[src/rtl/lemming_pkg.sv]
// lemming_pkg: shared types and constants for the lemming arena environment model.
//   state_e    : arena FSM states (IDLE / RUN / HALT)
//   dir_e      : walk input encoding {walk_left, walk_right}
//   BUMP_CNT_W : width of the saturating bump counter
package lemming_pkg;

    localparam int BUMP_CNT_W = 8;

    typedef enum logic [1:0] {IDLE, RUN, HALT} state_e;

    typedef enum logic [1:0] {
        DIR_NONE  = 2'b00,
        DIR_RIGHT = 2'b01,
        DIR_LEFT  = 2'b10,
        DIR_BOTH  = 2'b11
    } dir_e;

endpackage

[src/rtl/lemming_tick_gen.sv]
// lemming_tick_gen: movement prescaler, one tick every STEP_DIV enabled cycles.
//   clk, areset_n : clock, asynchronous active-low reset
//   clr           : synchronous clear to 0 (wins over en)
//   en            : count enable
//   tick          : high while the count equals STEP_DIV-1 and en is high
module lemming_tick_gen #(
    parameter int STEP_DIV = 4
) (
    input  logic clk,
    input  logic areset_n,
    input  logic clr,
    input  logic en,
    output logic tick
);

    localparam int CW = $clog2(STEP_DIV);

    logic [CW-1:0] cnt;

    assign tick = en && (cnt == CW'(STEP_DIV - 1));

    always_ff @(posedge clk or negedge areset_n) begin
        if (!areset_n)
            cnt <= '0;
        else if (clr)
            cnt <= '0;
        else if (en)
            cnt <= tick ? '0 : cnt + CW'(1);
    end

endmodule

[src/rtl/lemming_arena.sv]
// lemming_arena: 1-D track model that turns walker direction into wall bump pulses.
//   clk, areset_n          : clock, asynchronous active-low reset
//   load, start_pos        : load clamped start position and enter RUN (highest priority)
//   walk_left, walk_right  : walker direction, sampled on movement ticks only
//   obstacle_vld/_pos      : optional obstacle, present with LEMMING_ARENA_OBSTACLE_EN
//   bump_left, bump_right  : registered one-cycle wall-hit pulses
//   pos, step              : current position, one-cycle moved pulse
//   bump_count             : saturating bump total since load
//   halted                 : high in HALT (illegal walk encoding seen on a tick)
module lemming_arena
    import lemming_pkg::*;
#(
    parameter int WIDTH      = 4,
    parameter int LEFT_WALL  = 0,
    parameter int RIGHT_WALL = 15,
    parameter int STEP_DIV   = 4
) (
    input  logic                  clk,
    input  logic                  areset_n,
    input  logic                  load,
    input  logic [WIDTH-1:0]      start_pos,
    input  logic                  walk_left,
    input  logic                  walk_right,
`ifdef LEMMING_ARENA_OBSTACLE_EN
    input  logic                  obstacle_vld,
    input  logic [WIDTH-1:0]      obstacle_pos,
`endif
    output logic                  bump_left,
    output logic                  bump_right,
    output logic [WIDTH-1:0]      pos,
    output logic                  step,
    output logic [BUMP_CNT_W-1:0] bump_count,
    output logic                  halted
);

    state_e state, state_nx;
    dir_e   dir;
    logic   tick, go_r, go_l, blk_r, blk_l, bump_r_nx, bump_l_nx, step_nx;
    logic [WIDTH-1:0]      pos_nx, start_clamped;
    logic [BUMP_CNT_W-1:0] cnt_nx;

    assign dir = dir_e'({walk_left, walk_right});

    lemming_tick_gen #(.STEP_DIV(STEP_DIV)) u_tick (
        .clk      (clk),
        .areset_n (areset_n),
        .clr      (load || state != RUN),
        .en       (state == RUN),
        .tick     (tick)
    );

    always_ff @(posedge clk or negedge areset_n) begin
        if (!areset_n)
            state <= IDLE;
        else
            state <= state_nx;
    end

    always_comb begin
        state_nx = state;
        if (load)
            state_nx = RUN;
        else if (tick && (dir == DIR_NONE || dir == DIR_BOTH))
            state_nx = HALT;
    end

    // Wall tests use the current position, so pos never wraps on +1/-1.
    always_comb begin
        start_clamped = int'(start_pos) < LEFT_WALL  ? WIDTH'(LEFT_WALL)  :
                        int'(start_pos) > RIGHT_WALL ? WIDTH'(RIGHT_WALL) : start_pos;
        go_r = tick && !load && dir == DIR_RIGHT;
        go_l = tick && !load && dir == DIR_LEFT;
`ifdef LEMMING_ARENA_OBSTACLE_EN
        blk_r = int'(pos) >= RIGHT_WALL ||
                (obstacle_vld && obstacle_pos != pos && obstacle_pos == pos + WIDTH'(1));
        blk_l = int'(pos) <= LEFT_WALL ||
                (obstacle_vld && obstacle_pos != pos && obstacle_pos == pos - WIDTH'(1));
`else
        blk_r = int'(pos) >= RIGHT_WALL;
        blk_l = int'(pos) <= LEFT_WALL;
`endif
        bump_r_nx = go_r && blk_r;
        bump_l_nx = go_l && blk_l;
        step_nx   = (go_r && !blk_r) || (go_l && !blk_l);
        pos_nx    = load            ? start_clamped   :
                    go_r && !blk_r  ? pos + WIDTH'(1) :
                    go_l && !blk_l  ? pos - WIDTH'(1) : pos;
        cnt_nx    = load ? '0 :
                    (bump_r_nx || bump_l_nx) && bump_count != '1 ? bump_count + BUMP_CNT_W'(1) :
                    bump_count;
        halted    = state == HALT;
    end

    always_ff @(posedge clk or negedge areset_n) begin
        if (!areset_n) begin
            pos        <= WIDTH'(LEFT_WALL);
            bump_left  <= 1'b0;
            bump_right <= 1'b0;
            step       <= 1'b0;
            bump_count <= '0;
        end else begin
            pos        <= pos_nx;
            bump_left  <= bump_l_nx;
            bump_right <= bump_r_nx;
            step       <= step_nx;
            bump_count <= cnt_nx;
        end
    end

endmodule
[config.mk]
export PLATFORM = sky130hd
export DESIGN_NAME = lemming_arena
export DESIGN_NICKNAME = d
export VERILOG_FILES = /design/src/rtl/lemming_pkg.sv /design/src/rtl/lemming_tick_gen.sv /design/src/rtl/lemming_arena.sv
export SDC_FILE = /design/constraint.sdc
export NUM_CORES = 1
export LEC_CHECK = 0
export ABC_AREA = 0
export CAP_MARGIN = 10
export CORE_ASPECT_RATIO = 1.4
export CORE_MARGIN = 3
export CORE_UTILIZATION = 35
export CTS_BUF_LIST = sky130_fd_sc_hd__clkbuf_2 sky130_fd_sc_hd__clkbuf_4 sky130_fd_sc_hd__clkbuf_8
export DETAILED_ROUTE_END_ITERATION = 8
export PLACE_DENSITY_LB_ADDON = 0.15
export RECOVER_POWER = 25
export SETUP_SLACK_MARGIN = 0.4
export SLEW_MARGIN = 0
export SYNTH_ARGS = -nofsm -noshare
export SYNTH_HDL_FRONTEND = slang
export SYNTH_SLANG_ARGS = --single-unit
[constraint.sdc]
create_clock -name clk -period 4.15 [get_ports clk]
set_input_delay 0.6225 -clock clk [delete_from_list [all_inputs] [get_ports clk]]
set_output_delay 0.6225 -clock clk [all_outputs]
set_load 0.01 [all_outputs]
### Word level (Yosys, flattened, before mapping)

Index checks and enable logic that the tools add are counted.

| word-level totals | value |
|---|---|
| input bits | 9 |
| register bits after elaboration | 19 |
| logic and storage cells | 53 |

| operators by class | value |
|---|---|
| mux-type cells | 10 |
| $lt $le $gt $ge | 2 |
| reductions and logical operators | 22 |
| eq/ne operators | 8 |
| add/sub/neg operators | 4 |

Operator list:

| kind | number |
|---|---|
| $mux 8 | 2 |
| $mux 4 | 3 |
| $logic_and 1x1->1 | 10 |
| $mux 2 | 5 |
| $add 8x1->8 const B | 1 |
| $eq 2x2->1 const B | 4 |
| $ne 8x8->1 const B | 1 |
| $reduce_bool 2->1 | 3 |
| $add 4x1->4 const B | 1 |
| $eq 2x1->1 const B | 2 |
| $ge 4x4->1 const B | 1 |
| $le 4x1->1 const B | 1 |
| $logic_or 1x1->1 | 4 |
| $sub 4x1->4 const B | 1 |
| $logic_not 1->1 | 3 |
| $reduce_bool 3->1 | 1 |
| $add 2x1->2 const B | 1 |
| $logic_not 2->1 | 1 |
| $ne 2x1->1 const B | 1 |

### Depth between registers and ports, before layout

| logic depth | value |
|---|---|
| depth in word-level cells | 9 |
| depth in mapped cells | 9 |

### Hierarchy

A second synthesis with hierarchy kept.

| unflattened totals | value |
|---|---|
| cell total of the unflattened synthesis | 115 |
| area, all modules | 1133.6 sq um |

Modules (own cells, without submodules):

| module | cells an instance | area each (sq um) | instances |
|---|---|---|---|
| lemming_arena | 106 | 1027.2 | 1 |
| lemming_tick_gen | 9 | 106.4 | 1 |

### Least setup slack after synthesis

Ideal clock, no wire load.

| timing path | value |
|---|---|
| kind | input -> register |
| start | input load |
| end | register pos[3] |
| arrival | 2615 ps |
| library setup time | 63 ps |
| path buffers | 1 |
| data required time | 4087 ps |
| cell stages on the path | 9 |
| setup slack | 1472 ps |
| cells stage by stage | buf_6 > nor3b_4 > nand4b_1 > ha_1 > a21o_1 > a21oi_1 > or4b_1 > o31ai_1 > or2_2 |

| between the ends | value |
|---|---|
| longest elaborated chain between the ends | 6 |
| elaborated cells between the ends (all ways) | 9 |
| classes of those cells | 2 x mux; 7 x reduce/logical |

Ends and longest elaborated chain:

| element | line | text |
|---|---|---|
| from (decl) | lemming_arena.sv:20 | `input logic load,` |
| $logic_not 1->1 | lemming_arena.sv:71, lemming_arena.sv:72 |  |
| $logic_and 1x1->1 | lemming_arena.sv:71, lemming_arena.sv:72 |  |
| $logic_and 1x1->1 | lemming_arena.sv:71 | `go_r = tick && !load && dir == DIR_RIGHT;` |
| $logic_and 1x1->1 | lemming_arena.sv:86 | `go_r && !blk_r ? pos + WIDTH'(1) :` |
| $mux 4 | lemming_arena.sv:86 |  |
| $mux 4 | lemming_arena.sv:85 | `pos_nx = load ? start_clamped :` |
| to (signal assigned) | lemming_arena.sv:96 | `pos <= WIDTH'(LEFT_WALL);` |
| to (signal assigned) | lemming_arena.sv:102 | `pos <= pos_nx;` |
| to (decl) | lemming_arena.sv:30 | `output logic [WIDTH-1:0] pos,` |

Parallel ways exist; a longest one is shown, timed or not.
A chain may end at the register's enable or synchronous reset.

### Final worst setup path

Same ends and word-level chain as after synthesis.

==> PnR_summary.wiki <==
{| class="wikitable"
! Metric !! Value
|-
| Run status || finished clean
|-
| Internal power || 0.295 mW
|-
| Count of buffers from port buffering || 24
|-
| Critical Path Source Type || input port
|-
| Worst EP required || 4.35 ns
|-
| # clock sinks || 19
|-
| R2R Path Start || state[1]$_DFFE_PN0P_
|-
| Register cell area after layout || between 400 and 500 sq um
|-
| Maximum fanout count along the critical path || 7
|-
| Fin worst setup slack || 0.829 ns
|-
| Share of layout cells above drive strength 1 || 6.30%
|-
| Layout Cells excl Fill || 164
|-
| Headroom to the max-slew limit || 41.4%
|-
| Combinational group share of total power || 16.0%
|-
| Number of placed cells counting well taps || 160
|-
| Worst skew pair latency || between 0.2 and 0.3 ns
|-
| Final cell area excluding filler cells || 0.00140 sq mm
|-
| Depth of the worst register-to-register path || 8
|-
| Setup Slack @ Placement || 0.873 ns
|-
| Vias in the first global route || roughly 800
|-
| Number of fillers in the final layout || approximately 280
|-
| DRC viols || 0
|-
| # Max-Cap Violations || 0
|-
| Clock Pin Slew Worst Setup and Hold Paths || 0.07 ns
|-
| Ys Warns || 0
|-
| Drt first pass iters || 4
|-
| Initial antenna violation count || 0
|-
| Reg2reg setup slack || 1.21 ns
|-
| Final weighted congestion in routability-driven placement || 0.747
|-
| Cell area after placement || 0.00136 sq mm
|-
| Syn_nets || approximately 120
|-
| WHS || ~0.44 ns
|-
| Mean number of vias per cell || 4.95
|-
| Synth top area share || a little over two fifths
|-
| Worst Path Arrival || 3.52 ns
|-
| Synthesized cell area || about 0.0011 sq mm
|-
| Total negative setup slack || 0 ns
|-
| Library cell with the largest summed area after synthesis || dfrtp_1
|-
| Total GRT Usage || 13.1%
|-
| Part of the power in registers || 51.8%
|-
| Worst-case hold path end point || u_tick.cnt[0]$_DFFE_PN0P_
|-
| Worst supply voltage drop on vdd || approximately 200 uV
|-
| CTS H-tree lvls || 1
|-
| Tcrit/Tclk final || 80.0%
|-
| Total power divided by cell area || 284 mW/mm^2
|-
| Final cell utilization of the core || 48.0%
|-
| Effective utilization at floorplan || 37.4%
|-
| Path category of the worst min-delay check || reg2reg
|-
| Post-cts gate resize count || 0
|-
| Worst Setup Path Type || in2reg
|-
| HPWL after detailed placement || 1.65 mm
|-
| Setup repair bufs after CTS || 0
|-
| Synthesized instance count || 101
|-
| Timing-limited maximum frequency || 301 MHz
|-
| Number of setup violations in the final report || 0
|-
| Clock tree from TritonCTS || yes
|-
| CTS Buf Count || 3
|-
| Type of destination of the critical path || flop
|-
| Setup repair after global routing missed its margin || false
|-
| Rows || 23
|-
| Proportion of synthesized chip area in sequential cells || between 40% and 50%
|-
| Power share of the clock group || 32.2%
|-
| Number of different library cells in the post-synthesis netlist || 35
|-
| Post-CTS Hold Fix Bufs || 0
|-
| WL final || 2.18 mm
|-
| Area of combinational cells with multiple inputs || about 550 sq um
|-
| Die height || a little over 70 microns
|-
| Routed WL per cell || 13.3 microns
|-
| Reg-to-Reg End || pos[3]$_DFFE_PN0P_
|-
| Die Wd || 53.1 microns
|-
| Final worst clock skew || 0.00465 ns
|-
| Net switching share of the total power || 25.7%
|-
| Leakage Power || 0.622 nW
|-
| Largest net degree at the start of global routing || 20
|-
| DR vias || 812
|-
| Synth Area per Inst || roughly 11 sq um
|-
| Root buf cell || clkbuf_8
|-
| Endpoints failing hold || 0
|-
| Transition at the pin with the smallest max-transition slack || 0.876 ns
|-
| Top area cells in the synthesized netlist || dfrtp_1 44%, ha_1 6.9%, mux2i_1 5.5%
|-
| Number of cells on the worst hold path || 1
|-
| Core ar. || around 0.0029 sq mm
|-
| Number of diodes added for antenna fixing || 0
|-
| Switching power || 0.102 mW
|-
| First DRT Iteration DRCs || 28
|-
| First-pass GRT wire length || around 3.7 mm
|-
| Crit path time final || 3.32 ns
|-
| P&R area growth vs syn || 28.4%
|-
| Die area || 0.00382 sq mm
|-
| Largest buffer count on any clock path || 2
|-
| Aggregate global routing overflow || 0
|-
| Hold_sp || u_tick.cnt[0]$_DFFE_PN0P_
|-
| Flip-flop and latch count after synthesis || 19
|-
| Post-route ant nets || 0
|-
| NumNets Final || 144
|-
| Overall power after layout || 0.397 mW
|-
| Max-slew violation count || 0
|-
| Ports || 25
|}
## cells by family after synthesis
family                   Yosys count  share of synthesized area [%]
flip-flops                        19                           43.7
multiplexers                       6                           5.52
XOR/XNOR                           4                           3.22
buffers and inverters             11                           4.60
AND/OR/NAND/NOR                   37                           21.5
adder cells (fa/ha/maj)            7                           8.75
AO/OA/AOI/OAI                     17                           12.7
## cell type report
| cell class | instances | area share (%) |
|---|---|---|
| repair buffers | 25 | 17.7 |
| well taps | 37 | 3.32 |
| clock inverters | 1 | 0.358 |
| multi-input cells | 71 | 39.4 |
| clock buffers | 3 | 2.96 |
| inverters | 8 | 2.15 |
| flip-flops and latches | 19 | 34.1 |
## power by group through the flow
stage / sequential [mW] / clock, mW / combinational [mW]
after CTS: 0.206 / 0.133 / 0.0665
after global routing: 0.207 / 0.142 / 0.0712
after floorplan: 0.209 / 0 / 0.0365
after global placement: 0.210 / 0 / 0.0645
final: 0.206 / 0.128 / 0.0636
after detailed placement: 0.210 / 0 / 0.0665
## metal layers
layer / share of wire (%) / global-route usage (%) / wire [microns]
met5: 0 / 0 / 0
met4: 1.4 / 6.82 / 31
met3: 4.2 / 1.85 / 92
met2: 50 / 22.0 / 1100
met1: 44 / 16.0 / 963
## critical path, cell delays in order
cell	delay (ns)
clkdlybuf4s50_1	0.42
nor3b_1	0.54
nand4b_1	0.42
ha_1	0.41
a21o_1	0.18
a21oi_1	0.25
or4b_1	0.46
o31ai_1	0.08
or2_2	0.14
## registers in the layout, indices dropped and copies added, names as in the netlist
name and flops:
bump_count 8, pos 4, state 2, u_tick.cnt 2, bump_left 1, bump_right 1
step 1
## worst max path at each step
| stage | slack, ns | from | depth (start not counted) | end |
|---|---|---|---|---|
| 2_1_floorplan | 1.47 | load | 9 | pos[3]$_DFFE_PN0P_ |
| 3_3_place_gp | 1.0 | load | 9 | pos[3]$_DFFE_PN0P_ |
| 3_5_place_dp | 0.87 | load | 9 | pos[3]$_DFFE_PN0P_ |
| 4_1_cts | 1.15 | load | 9 | pos[3]$_DFFE_PN0P_ |
| 5_1_grt | 0.58 | load | 9 | pos[3]$_DFFE_PN0P_ |
| 6_report | 0.83 | load | 9 | pos[3]$_DFFE_PN0P_ |
## cell usage in the layout, fill, tap and decap left out
master and n:
a21o_1 3, a21oi_1 3, a221oi_4 1, a22oi_1 1
a31oi_1 2, a32oi_2 1, and2_1 4, and3_1 3
and4_1 1, buf_4 1, clkbuf_8 3, clkdlybuf4s50_1 22
clkinv_2 1, dfrtp_1 19, dlygate4sd3_1 2, fa_1 1
ha_1 6, inv_1 8, mux2i_1 6, nand2_1 4
nand2b_1 4, nand3_1 2, nand4_1 5, nand4b_1 2
nor2_1 4, nor2b_1 3, nor3b_1 2, nor4_1 1
o21ai_0 3, o221ai_1 1, o22ai_1 1, o31ai_1 1
or2_2 1, or4b_1 1, xnor2_1 3, xor2_1 1
## cells in the mapped netlist (all sizes together)
cell type  instances
or4b               1
xor2               1
dfrtp             19
a21o               3
nand2              4
nor3b              2
a21oi              3
a32oi              1
o22ai              1
buf                1
nand2b             4
inv                8
and4               1
ha                 6
a221oi             1
a22oi              1
clkbuf             2
o31ai              1
nor2               4
o221ai             1
and2               4
fa                 1
o21ai              3
nor4               1
or2                1
mux2i              6
and3               3
nand3              2
nand4b             2
xnor2              3
nand4              5
a31oi              2
nor2b              3
(Power assumes the default switching activity.)
